==> src/rtl/shower_pkg.sv <==
// shower_pkg: shower code constants, FSM encoding and peak helper shared by shower_tx.
package shower_pkg;
  localparam logic [1:0] SH_NONE    = 2'd0;
  localparam logic [1:0] SH_LOOSE   = 2'd1;
  localparam logic [1:0] SH_NOMINAL = 2'd2;
  localparam logic [1:0] SH_TIGHT   = 2'd3;
  typedef enum logic [1:0] {IDLE, COLLECT, SEND, HOLD} state_t;
  function automatic logic [1:0] sh_max(input logic [1:0] a, input logic [1:0] b);
    return (a > b) ? a : b;
  endfunction
endpackage

==> src/rtl/shower_tx_cnt.sv <==
// shower_tx_cnt: saturating event counter with synchronous clear (clear beats increment).
module shower_tx_cnt #(
  parameter int W = 16
) (
  input  logic         clk,
  input  logic         rst,
  input  logic         clr,
  input  logic         inc,
  output logic [W-1:0] cnt
);
  always_ff @(posedge clk)
    cnt <= (rst || clr) ? '0 : (inc && !(&cnt)) ? cnt + 1'b1 : cnt;
endmodule

==> src/rtl/shower_tx.sv <==
// shower_tx: qualifies, stretches and deadtimes anode shower codes; monitoring counters under SHOWER_TX_COUNTERS_EN.
import shower_pkg::*;
module shower_tx #(
  parameter int CNT_W = 16
) (
  input  logic             clk,
  input  logic             rst,
  input  logic [1:0]       shower_int,
  input  logic             enable,
  input  logic [2:0]       window,
  input  logic [2:0]       stretch,
  input  logic [7:0]       holdoff,
  input  logic             cnt_clr,
  output logic [1:0]       shower_out,
  output logic             shower_valid,
  output logic             busy,
  output logic [CNT_W-1:0] cnt_loose,
  output logic [CNT_W-1:0] cnt_nominal,
  output logic [CNT_W-1:0] cnt_tight
);
  state_t     state;
  logic [2:0] w_sh, s_sh, wcnt, scnt, w_in, s_in;
  logic [7:0] h_sh, hcnt;
  logic [1:0] peak, pk_nxt;
  logic       first, acc, end_op, can_acc;
  assign w_in    = (window == 3'd0) ? 3'd1 : window;
  assign s_in    = (stretch == 3'd0) ? 3'd1 : stretch;
  assign acc     = enable && (shower_int != SH_NONE);
  assign pk_nxt  = sh_max(peak, shower_int);
  // The edge that would return to IDLE doubles as an IDLE edge, so a new shower can be taken there.
  assign end_op  = (state == SEND && scnt == s_sh && h_sh == 8'd0) || (state == HOLD && hcnt == h_sh);
  assign can_acc = (state == IDLE) || end_op;
  assign busy    = (state != IDLE);
  always_ff @(posedge clk) begin
    if (rst) begin
      state        <= IDLE;
      w_sh         <= '0;
      s_sh         <= '0;
      h_sh         <= '0;
      wcnt         <= '0;
      scnt         <= '0;
      hcnt         <= '0;
      peak         <= SH_NONE;
      first        <= 1'b0;
      shower_out   <= SH_NONE;
      shower_valid <= 1'b0;
    end else begin
      first <= 1'b0;
      if (can_acc && acc) begin
        w_sh <= w_in;
        s_sh <= s_in;
        h_sh <= holdoff;
        peak <= shower_int;
        wcnt <= 3'd1;
        scnt <= 3'd1;
        state        <= (w_in == 3'd1) ? SEND : COLLECT;
        first        <= (w_in == 3'd1);
        shower_out   <= (w_in == 3'd1) ? shower_int : SH_NONE;
        shower_valid <= (w_in == 3'd1);
      end else if (can_acc) begin
        state        <= IDLE;
        shower_out   <= SH_NONE;
        shower_valid <= 1'b0;
      end else begin
        case (state)
          COLLECT: begin
            peak <= pk_nxt;
            wcnt <= wcnt + 3'd1;
            if (wcnt + 3'd1 == w_sh) begin
              state        <= SEND;
              scnt         <= 3'd1;
              first        <= 1'b1;
              shower_out   <= pk_nxt;
              shower_valid <= 1'b1;
            end
          end
          SEND: begin
            scnt <= scnt + 3'd1;
            if (scnt == s_sh) begin
              state        <= HOLD;
              hcnt         <= 8'd1;
              shower_out   <= SH_NONE;
              shower_valid <= 1'b0;
            end
          end
          default: hcnt <= hcnt + 8'd1;
        endcase
      end
    end
  end
`ifdef SHOWER_TX_COUNTERS_EN
  shower_tx_cnt #(.W(CNT_W)) u_loose (
    .clk(clk), .rst(rst), .clr(cnt_clr), .inc(first && shower_out == SH_LOOSE), .cnt(cnt_loose)
  );
  shower_tx_cnt #(.W(CNT_W)) u_nominal (
    .clk(clk), .rst(rst), .clr(cnt_clr), .inc(first && shower_out == SH_NOMINAL), .cnt(cnt_nominal)
  );
  shower_tx_cnt #(.W(CNT_W)) u_tight (
    .clk(clk), .rst(rst), .clr(cnt_clr), .inc(first && shower_out == SH_TIGHT), .cnt(cnt_tight)
  );
`else
  logic unused_cnt;
  assign unused_cnt  = ^{cnt_clr, first};
  assign cnt_loose   = '0;
  assign cnt_nominal = '0;
  assign cnt_tight   = '0;
`endif
endmodule

==> config.mk <==
export PLATFORM = sky130hd
export DESIGN_NAME = shower_tx
export DESIGN_NICKNAME = d
export VERILOG_FILES = /design/src/rtl/shower_pkg.sv /design/src/rtl/shower_tx_cnt.sv /design/src/rtl/shower_tx.sv
export SDC_FILE = /design/constraint.sdc
export NUM_CORES = 1
export LEC_CHECK = 0
export CAP_MARGIN = 10
export CORE_MARGIN = 4
export CORE_UTILIZATION = 42
export DETAILED_ROUTE_END_ITERATION = 12
export GPL_TIMING_DRIVEN = 0
export PLACE_DENSITY = 0.82
export REMOVE_ABC_BUFFERS = 1
export SYNTH_ARGS = -nofsm -noshare
export SYNTH_HDL_FRONTEND = slang
export SYNTH_SLANG_ARGS = --single-unit
export TNS_END_PERCENT = 10
==> constraint.sdc <==
create_clock -name clk -period 1.66 [get_ports clk]
set_input_delay 0.166 -clock clk [delete_from_list [all_inputs] [get_ports clk]]
set_output_delay 0.166 -clock clk [all_outputs]
set_load 0.005 [all_outputs]
==> results of run 1 <==
[metal layers]
metal | vias to the layer above | track usage, % | wire length, µm
li1 | 870 | - | -
met1 | 848 | 17.5 | 1940
met2 | 86 | 22.4 | 2360
met3 | 10 | 3.15 | 441
met4 | 0 | 7.64 | 97
met5 | - | 0 | 0
[stage by stage]
stage               hold WS, ns  cells  worst slack [ns]  utilization (%)
floorplan                 0.235    250            -0.135                -
global placement          0.452    342            -0.731             44.8
detailed placement        0.458    342            -0.774             44.8
CTS                       0.476    357           -0.0956             49.1
global route              0.244    361            -0.224             50.6
finish                    0.236    361            -0.129             50.6
[cells by family (layout without fill, tap and decap cells)]
| group | Yosys count | after routing | share of synthesized area, % |
|---|---|---|---|
| buffers and inverters | 67 | 45 | 21.1 |
| other | 1 | 48 | 0.162 |
| adders and majority gates | 6 | 6 | 3.25 |
| muxes | 14 | 14 | 6.06 |
| AOI/OAI and AO/OA | 45 | 46 | 13.5 |
| and+or+nand+nor | 79 | 80 | 19.2 |
| xor gates and xnor gates | 17 | 17 | 6.44 |
| DFF | 35 | 35 | 30.3 |
[layout by cell type (no fill, tap or decap), types with 6 or more instances in the layout]
cell type / netlist / routed
clkdlybuf4s50_1: 0 / 18
buf_4: 49 / 8
nand3_1: 9 / 8
dfxtp_1: 35 / 23
conb_1: 1 / 48
dfxtp_2: 0 / 11
nor3_1: 9 / 7
and3_1: 7 / 7
xor2_1: 12 / 11
mux2i_1: 14 / 14
a21oi_1: 14 / 14
nand2_1: 8 / 7
nor2_1: 22 / 22
inv_1: 6 / 6
[worst max-delay path by stage]
stage | from | to | cells after the start
after floorplan | state[0] | shower_out[1] | 5
after global placement | shower_int[0] | scnt[2] | 5
after detailed placement | shower_int[0] | h_sh[2] | 5
after CTS | wcnt[0] | shower_out[1] | 7
after global routing | hcnt[2] | h_sh[2] | 6
final | hcnt[5] | h_sh[2] | 6
[sequential cells by signal, indices dropped and copies added (netlist names)]
signal and cells:
h_sh 8, s_sh 3, peak 2, hcnt 8, shower_valid 1, w_sh 3
scnt 3, shower_out 2, state 2, wcnt 3
[repair_timing]
action,in CTS,in global routing
pin swaps,12,5
resized for setup,27,13
buffers inserted,5,4
gates cloned,2,0
endpoints found under the setup margin,36,35
[worst min-delay path, cell delays in order]
cell            delay (ns)
dlymetal6s2s_1        0.16
nand4_1               0.09
a21oi_1               0.06
[area by class of cell]
class                           count  area (µm²)
Fill cell                         493        2570
Multi-Input combinational cell    211        1420
Sequential cell                    35         718
Timing Repair Buffer               31         307
Tap cell                           70        87.6
Clock buffer                        7        76.3
Inverter                            6        22.5
Clock inverter                      1        5.00
[power groups by stage]
stage	logic [mW]	clock network, mW	registers (mW)
finish	1.71	0.599	1.19
CTS	1.48	0.601	1.18
global placement	1.27	0	1.17
detailed placement	1.29	0	1.18
floorplan	0.998	0	1.13
global route	1.88	0.649	1.22
==> summary.txt, run 1 <==
Status -> complete, but fails checks
Failing checks -> setup timing
CP Cell Sequence -> xor2_1 -> nor4_2 -> nand3_2 -> a21o_4 -> mux2i_1 -> nor2_1
Number of synthesized register bits -> 35
Critical path data arrival time -> 1.92 ns
Syn-to-layout area delta -> 14.0%
Hold Buf Count CTS -> 0
Post-DR vias/cell -> 5.02
Initial Util -> 44.4%
Share of post-route cells with drive strength above 1 -> 19.6%
Reg-to-reg endpoint -> h_sh[2]
Placed Area -> 0.00233 mm²
Net Switching -> 1.39 mW
IO Pins -> 72
Kind of end point of the critical path -> flip-flop
Root Driver -> clkbuf_8
Setup Viol. Count Final -> 34
Seq/Total Area, Yosys -> 30.3%
Cell variety after synth -> 48
Clock slew at reported path FFs -> 0.07 ns
Post-layout min period -> 1.79 ns
Mapped cell area -> 0.00231 mm²
Flop pwr share -> 34.0%
Routed vias -> 1,814
Total power -> 3.50 mW
CP max FO -> 8
Most frequent cell after synthesis -> buf_4
Cell Pwr Density -> 1330 mW/mm²
Rows -> 26
Worst-Margin Slew -> 1.18 ns
Die area -> 0.00676 mm²
Max incr delay on CP -> 0.35 ns
Largest net degree at the start of global routing -> 33
Avg WL per Cell -> 13.4 µm
Die Span Y -> 82.2 µm
Die width -> 82.2 µm
CTS tree -> yes
Fin nets -> 316
Hold Crit Class -> primary input to flip-flop
Vias in the first global route -> 1,591
Hold EP -> shower_out[1]
TritonCTS Buffers -> 5
Initial drt markers -> 112
Antenna cells -> 0
Routability cong. -> 0.841
Max Root-Sink Buffers -> 2
Synth cell count leaders -> 49 x buf_4, 35 x dfxtp_1, 22 x nor2_1
RR Startpoint -> hcnt[5]
Design Area, Final -> 0.00264 mm²
Synth area leaders -> dfxtp_1 30%, buf_4 16%, mux2i_1 6.1%
Global-route wire length before repair -> 7320 µm
Combinational share of power -> 48.9%
Antenna violations before repair -> 0
Crit path max-delay cell type -> dfxtp_2
Final period util -> 108%
Area leader, netlist -> dfxtp_1
PnR worst setup slack -> -0.129 ns
Worst reg2reg path depth -> 6
Final Skew -> 0.00865 ns
Post-synth EDFFs -> 0
Synthesis Warnings -> 0
Worst skew pair latency -> 0.30 ns
Worst hold start -> shower_int[1]
DP HPWL -> 3100 µm
Switching share of total power -> 39.6%
P_leak -> 1.26 nW
Internal -> 2.11 mW
Setup TNS -> -2.19 ns
Slew margin rel. -> 21.4%
Fin. Hold Viols -> 0
Post-Synthesis Cells -> 264
F_max -> 559 MHz
H-tree lvl count -> 2
Startpoint types -> flip-flop
Drt total wl -> 4830 µm
Reg2reg setup slack -> -0.13 ns
Antenna Nets Post-Route -> 0
Area fraction of the dominant cell type after synthesis -> 30.3%
GRT Resource Usage Total -> 14.0%
Critical Path RT -> 1.79 ns
Ys async rst share -> 0%
CP Buf/Inv Count -> 0
Port bufs -> 22
TritonRoute pass-1 iters -> 4
RSZ-0062 raised after global routing -> true
Remaining DRCs -> 0
Power share of the clock group -> 17.1%
Post-synth top flop -> dfxtp_1
Fin. max-slew vios -> 0
Gr ovfl total -> 0
Peak supply drop -> 0.767 mV
CTS Sinks -> 35
Delay-heaviest family, CP -> simple AND/OR/NAND/NOR gates
Synth Area per Inst -> 8.76 µm²
Hold path cells -> 3
CP Class -> flip-flop to flip-flop
CORE AREA -> 0.00520 mm²
Number of max-cap violations -> 0
(Power assumes the default switching activity.)
==> run 2: changes to the inputs <==
- CORE_UTILIZATION: 42 -> 35
- PLACE_DENSITY: 0.82 -> 0.71
==> summary.txt, run 2 (synthesis results as in run 1) <==
Status -> complete, but fails checks
Failing checks -> setup timing
Setup Viol. Count Final -> 35 (+2.9%)
Final period util -> 107% (-1.2 points)
Post-layout min period -> 1.77 ns (-0.0193 ns)
Startpoint types -> flip-flop
Critical Path Source -> state[0]
Commonest non-fill, non-tap cell in the layout -> conb_1
Max Root-Sink Buffers -> 2 (unchanged)
Routed vias -> 1,804 (-0.55%)
Reg-to-reg endpoint -> s_sh[0]
Hold Buf Count CTS -> 0 (unchanged)
Worst-Margin Slew -> 1.18 ns (-0.00269 ns)
Die width -> 89.3 µm (+8.6%)
Routability cong. -> 0.827 (-1.7%)
Antenna Nets Post-Route -> 0 (unchanged)
Post-DR vias/cell -> 4.90 (-2.4%)
Fin nets -> 316 (unchanged)
Antenna violations before repair -> 0 (unchanged)
Critical path data arrival time -> 1.89 ns (-0.03 ns)
Worst slack, placed -> -0.805 ns (-0.0317 ns)
CTS Sinks -> 35 (unchanged)
GRT Resource Usage Total -> 12.9% (-1.1 points)
Antenna cells -> 0 (unchanged)
RSZ-0062 raised after global routing -> true
Worst reg2reg path depth -> 6 (unchanged)
Gr ovfl total -> 0 (unchanged)
CP Class -> flip-flop to flip-flop
Hold Crit Class -> primary input to flip-flop
Kind of end point of the critical path -> flip-flop
Reg2reg setup slack -> -0.11 ns (+0.02 ns)
Port bufs -> 22 (unchanged)
Syn-to-layout area delta -> 13.1%
Clock slew at reported path FFs -> 0.07 ns (about the same)
Die area -> 0.00797 mm² (+18%)
Share of post-route cells with drive strength above 1 -> 18.2% (-1.4 points)
Die Span Y -> 89.3 µm (+8.6%)
TritonCTS Buffers -> 5 (unchanged)
Critical Path RT -> 1.78 ns (about the same)
Rows -> 29 (+12%)
TritonRoute pass-1 iters -> 4 (unchanged)
Global-route wire length before repair -> 7870 µm (+7.5%)
RR Startpoint -> state[0]
F_max -> 565 MHz (+1.1%)
Avg WL per Cell -> 13.6 µm (+1.7%)
Final Skew -> 0.00518 ns (-0.00347 ns)
P_leak -> 1.23 nW (-2.7%)
DP HPWL -> 3250 µm (+4.8%)
Fin. max-slew vios -> 0 (unchanged)
Peak supply drop -> 1.00 mV (+31%)
Biggest regs -> h_sh: 8 flops, hcnt: 8 flops
Cell Pwr Density -> 1300 mW/mm² (-1.7%)
Slew margin rel. -> 21.6% (+0.18 points)
CORE AREA -> 0.00639 mm² (+23%)
Vias in the first global route -> 1,674 (+5.2%)
Drt total wl -> 5010 µm (+3.7%)
CTS tree -> yes
H-tree lvl count -> 2 (unchanged)
Root Driver -> clkbuf_8
Remaining DRCs -> 0 (unchanged)
Initial Util -> 36.2% (-8.2 points)
CP max FO -> 8 (unchanged)
Fin. Hold Viols -> 0 (unchanged)
PnR worst setup slack -> -0.110 ns (+0.0193 ns)
IO Pins -> 72 (unchanged)
Most frequent cells in the layout -> 48 x conb_1, 25 x dfxtp_1, 22 x nor2_1
Initial drt markers -> 85 (-24%)
Number of max-cap violations -> 0 (unchanged)
Worst setup path endpoint -> s_sh[0]
Largest net degree at the start of global routing -> 33 (unchanged)
Min Hold Slack -> 0.475 ns (+0.240 ns)
Worst skew pair latency -> 0.29 ns (about the same)
run 2: cell types whose count changed in the layout (fill, tap and decap cells not counted), moves of 2 or more:
cell / before / now
dlymetal6s2s_1: 3 / 0
buf_4: 8 / 6
xnor2_2: 2 / 0
buf_6: 0 / 3
clkdlybuf4s50_1: 18 / 21
dfxtp_2: 11 / 8
dfxtp_1: 23 / 25
xnor2_1: 3 / 5
run 2: report_power, final:
part / total, mW / internal [mW] / switching (mW)
Sequential: 1.17 / 1.01 / 0.165
Combinational: 1.65 / 0.741 / 0.910
Clock: 0.589 / 0.294 / 0.294
run 2: worst max-delay path, stage by stage (launching register included):
cell and delay, ns:
dfxtp_4 0.36, nor4_2 0.29, nand3_1 0.15, o21a_2 0.29
a21o_4 0.29, nor3_2 0.17, nor3_1 0.06
run 2: how the worst min path moves through the flow:
stage,from,endpoint,cells past startpoint
after floorplan,rst,hcnt[1],1
after global placement,wcnt[1],wcnt[1],2
after detailed placement,wcnt[1],wcnt[1],2
after CTS,holdoff[2],h_sh[2],3
after global routing,holdoff[5],h_sh[5],3
final,holdoff[7],h_sh[7],3
run 2: stage by stage:
stage / utilization, % / TNS, ns / cells / area (µm²) / power [mW]
2_1_floorplan: - / -0.936 / 250 / 2020 / 2.13
3_3_place_gp: 36.6 / -16.22 / 349 / 2340 / 2.46
3_5_place_dp: 36.6 / -17.86 / 349 / 2340 / 2.51
4_1_cts: 40.1 / -1.21 / 367 / 2560 / 3.32
5_1_grt: 41.0 / -6.43 / 368 / 2620 / 3.65
6_report: 41.0 / -2.28 / 368 / 2620 / 3.41
run 2: area by class of cell:
| class | count | area, µm² |
|---|---|---|
| Fill cell | 649 | 3770 |
| Multi-Input combinational cell | 211 | 1400 |
| Sequential cell | 35 | 718 |
| Timing Repair Buffer | 31 | 298 |
| Tap cell | 77 | 96.3 |
| Clock buffer | 7 | 76.3 |
| Inverter | 6 | 22.5 |
| Clock inverter | 1 | 5.00 |
run 2: metal layers:
layer	vias up	share of wire (%)	global-route usage [%]
met5	-	0	0
met4	0	1.2	4.74
met3	6	6.7	3.32
met2	72	47	21.4
met1	847	45	16.1
li1	879	-	-
run 2: timing repair:
item                                    4_1_cts  5_1_grt
gates resized for setup                      24       12
setup buffers                                 9        0
cloned                                        1        1
endpoints found under the setup margin       36       36
endpoints found under the hold margin         0        0
pin swaps                                    13        9
==> run 3: changes to the inputs <==
- CORE_ASPECT_RATIO: not set -> 0.75
==> summary.txt, run 3 (synthesis results as in run 1) <==
Worst skew pair latency -> 0.29 ns (about the same)
Syn-to-layout area delta -> 12.0%
Antenna Nets Post-Route -> 0 (unchanged)
Worst-Margin Slew -> 1.19 ns (+0.0128 ns)
TritonCTS Buffers -> 5 (unchanged)
Finished Core Util -> 40.8% (-0.20 points)
Fin. Hold Viols -> 0 (unchanged)
Hold EP -> shower_out[1]
Initial Util -> 36.4% (+0.21 points)
CTS Sinks -> 35 (unchanged)
Rows -> 25 (-14%)
Worst slack, placed -> -0.797 ns (+0.00878 ns)
Critical path data arrival time -> 1.87 ns (-0.02 ns)
Routability cong. -> 0.806 (-2.5%)
Antenna violations before repair -> 0 (unchanged)
PnR worst setup slack -> -0.0789 ns (+0.0308 ns)
Final Skew -> 0.00408 ns (-0.00110 ns)
Final period util -> 105% (-1.9 points)
Setup TNS -> -0.837 ns (+1.45 ns)
Initial drt markers -> 98 (+15%)
Drt total wl -> 4790 µm (-4.5%)
Startpoint types -> flip-flop
Slew margin rel. -> 20.7% (-0.86 points)
Number of max-cap violations -> 0 (unchanged)
Fin. max-slew vios -> 0 (unchanged)
Biggest regs -> h_sh: 8 flops, hcnt: 8 flops
Global-route wire length before repair -> 7560 µm (-4.0%)
Reg2reg setup slack -> -0.08 ns (+0.03 ns)
Total power -> 3.29 mW (-3.5%)
Fin nets -> 311 (-1.6%)
F_max -> 575 MHz (+1.8%)
CP Class -> flip-flop to flip-flop
TritonRoute pass-1 iters -> 4 (unchanged)
Antenna cells -> 0 (unchanged)
Design Area, Final -> 0.00259 mm² (-1.1%)
Hold Buf Count CTS -> 0 (unchanged)
Hold Crit Class -> primary input to flip-flop
Share of post-route cells with drive strength above 1 -> 16.8% (-1.4 points)
Routed vias -> 1,742 (-3.4%)
Min Hold Slack -> 0.238 ns (-0.237 ns)
RSZ-0062 raised after global routing -> true
Placed insts -> 353 (+1.1%)
CORE AREA -> 0.00635 mm² (-0.57%)
Cell Count, Final, Fillers Out -> 367 (-0.27%)
Critical Path RT -> 1.79 ns (about the same)
CTS tree -> yes
Gr ovfl total -> 0 (unchanged)
Worst reg2reg path depth -> 6 (unchanged)
RR Startpoint -> state[0]
IO Pins -> 72 (unchanged)
Most frequent cells in the layout -> 48 x conb_1, 25 x dfxtp_1, 22 x nor2_1
DP HPWL -> 3360 µm (+3.3%)
Max Root-Sink Buffers -> 2 (unchanged)
Remaining DRCs -> 0 (unchanged)
Post-DR vias/cell -> 4.75 (-3.2%)
CP max FO -> 8 (unchanged)
Vias in the first global route -> 1,543 (-7.8%)
Clock slew at reported path FFs -> 0.06 ns (about the same)
Post-layout min period -> 1.74 ns (-0.0308 ns)
H-tree lvl count -> 2 (unchanged)
Setup Viol. Count Final -> 24 (-31%)
Status -> complete, but fails checks
GRT Resource Usage Total -> 11.8% (-1.1 points)
Commonest non-fill, non-tap cell in the layout -> conb_1
Largest net degree at the start of global routing -> 33 (unchanged)
Reg-to-reg endpoint -> s_sh[1]
Avg WL per Cell -> 13.0 µm (-4.2%)
Hold path cells -> 3 (unchanged)
Peak supply drop -> 0.701 mV (-30%)
Port bufs -> 22 (unchanged)
Die area -> 0.00798 mm² (+0.17%)
Root Driver -> clkbuf_8
P_leak -> 1.22 nW (-0.81%)
Die width -> 102 µm (+14%)
Worst hold start -> shower_int[1]
Placed Area -> 0.00234 mm² (+0.21%)
Kind of end point of the critical path -> flip-flop
Cell Pwr Density -> 1270 mW/mm² (-2.5%)
Failing checks -> setup timing
Die Span Y -> 78.4 µm (-12%)
run 3: cell count changes in the layout (fill, tap and decap cells not counted), moves of 2 or more:
cell / previous run / this run
buf_6: 3 / 0
clkdlybuf4s50_1: 21 / 19
dlymetal6s2s_1: 0 / 2
xor2_1: 12 / 10
run 3: worst max-delay path by stage:
stage	startpoint	end	slack, ns	depth (start not counted)
after floorplan	state[0]	shower_out[1]	-0.14	5
after global placement	shower_int[0]	scnt[2]	-0.76	5
after global routing	hcnt[5]	s_sh[1]	-0.18	6
after CTS	wcnt[1]	shower_out[1]	-0.12	7
after detailed placement	shower_int[0]	s_sh[1]	-0.80	5
final	state[0]	s_sh[1]	-0.08	6
run 3: where the power goes:
part / internal [mW] / switching, mW / leakage [nW]
combinational: 0.686 / 0.839 / 0.885
sequential: 1.00 / 0.182 / 0.291
clock: 0.294 / 0.292 / 0.0422
total: 1.98 / 1.31 / 1.22
run 3: repair_timing:
item,in CTS,in global routing
buffers inserted,2,3
setup endpoints to repair,36,36
pin swaps,6,5
cloned,1,0
gates resized for setup,21,14
run 3: routing by layer:
metal / wire, µm / vias up / GRT usage (%)
li1: - / 865 / -
met5: 0 / - / 0
met4: 74 / 0 / 4.46
met3: 305 / 9 / 3.11
met2: 2140 / 52 / 17.2
met1: 2260 / 816 / 16.5
run 3: layout make-up:
type	instances	area, µm²
Fill cell	641	3760
Tap cell	81	101
Inverter	6	22.5
Sequential cell	35	718
Timing Repair Buffer	27	262
Multi-Input combinational cell	210	1400
Clock buffer	7	76.3
Clock inverter	1	5.00
run 3: worst max-delay path, stage by stage (launching register included):
cell and delay, ns:
dfxtp_4 0.37, nor4_2 0.26, nand3_1 0.15, o21a_2 0.26, a21o_4 0.28, mux2i_2 0.20, nor2_1 0.05
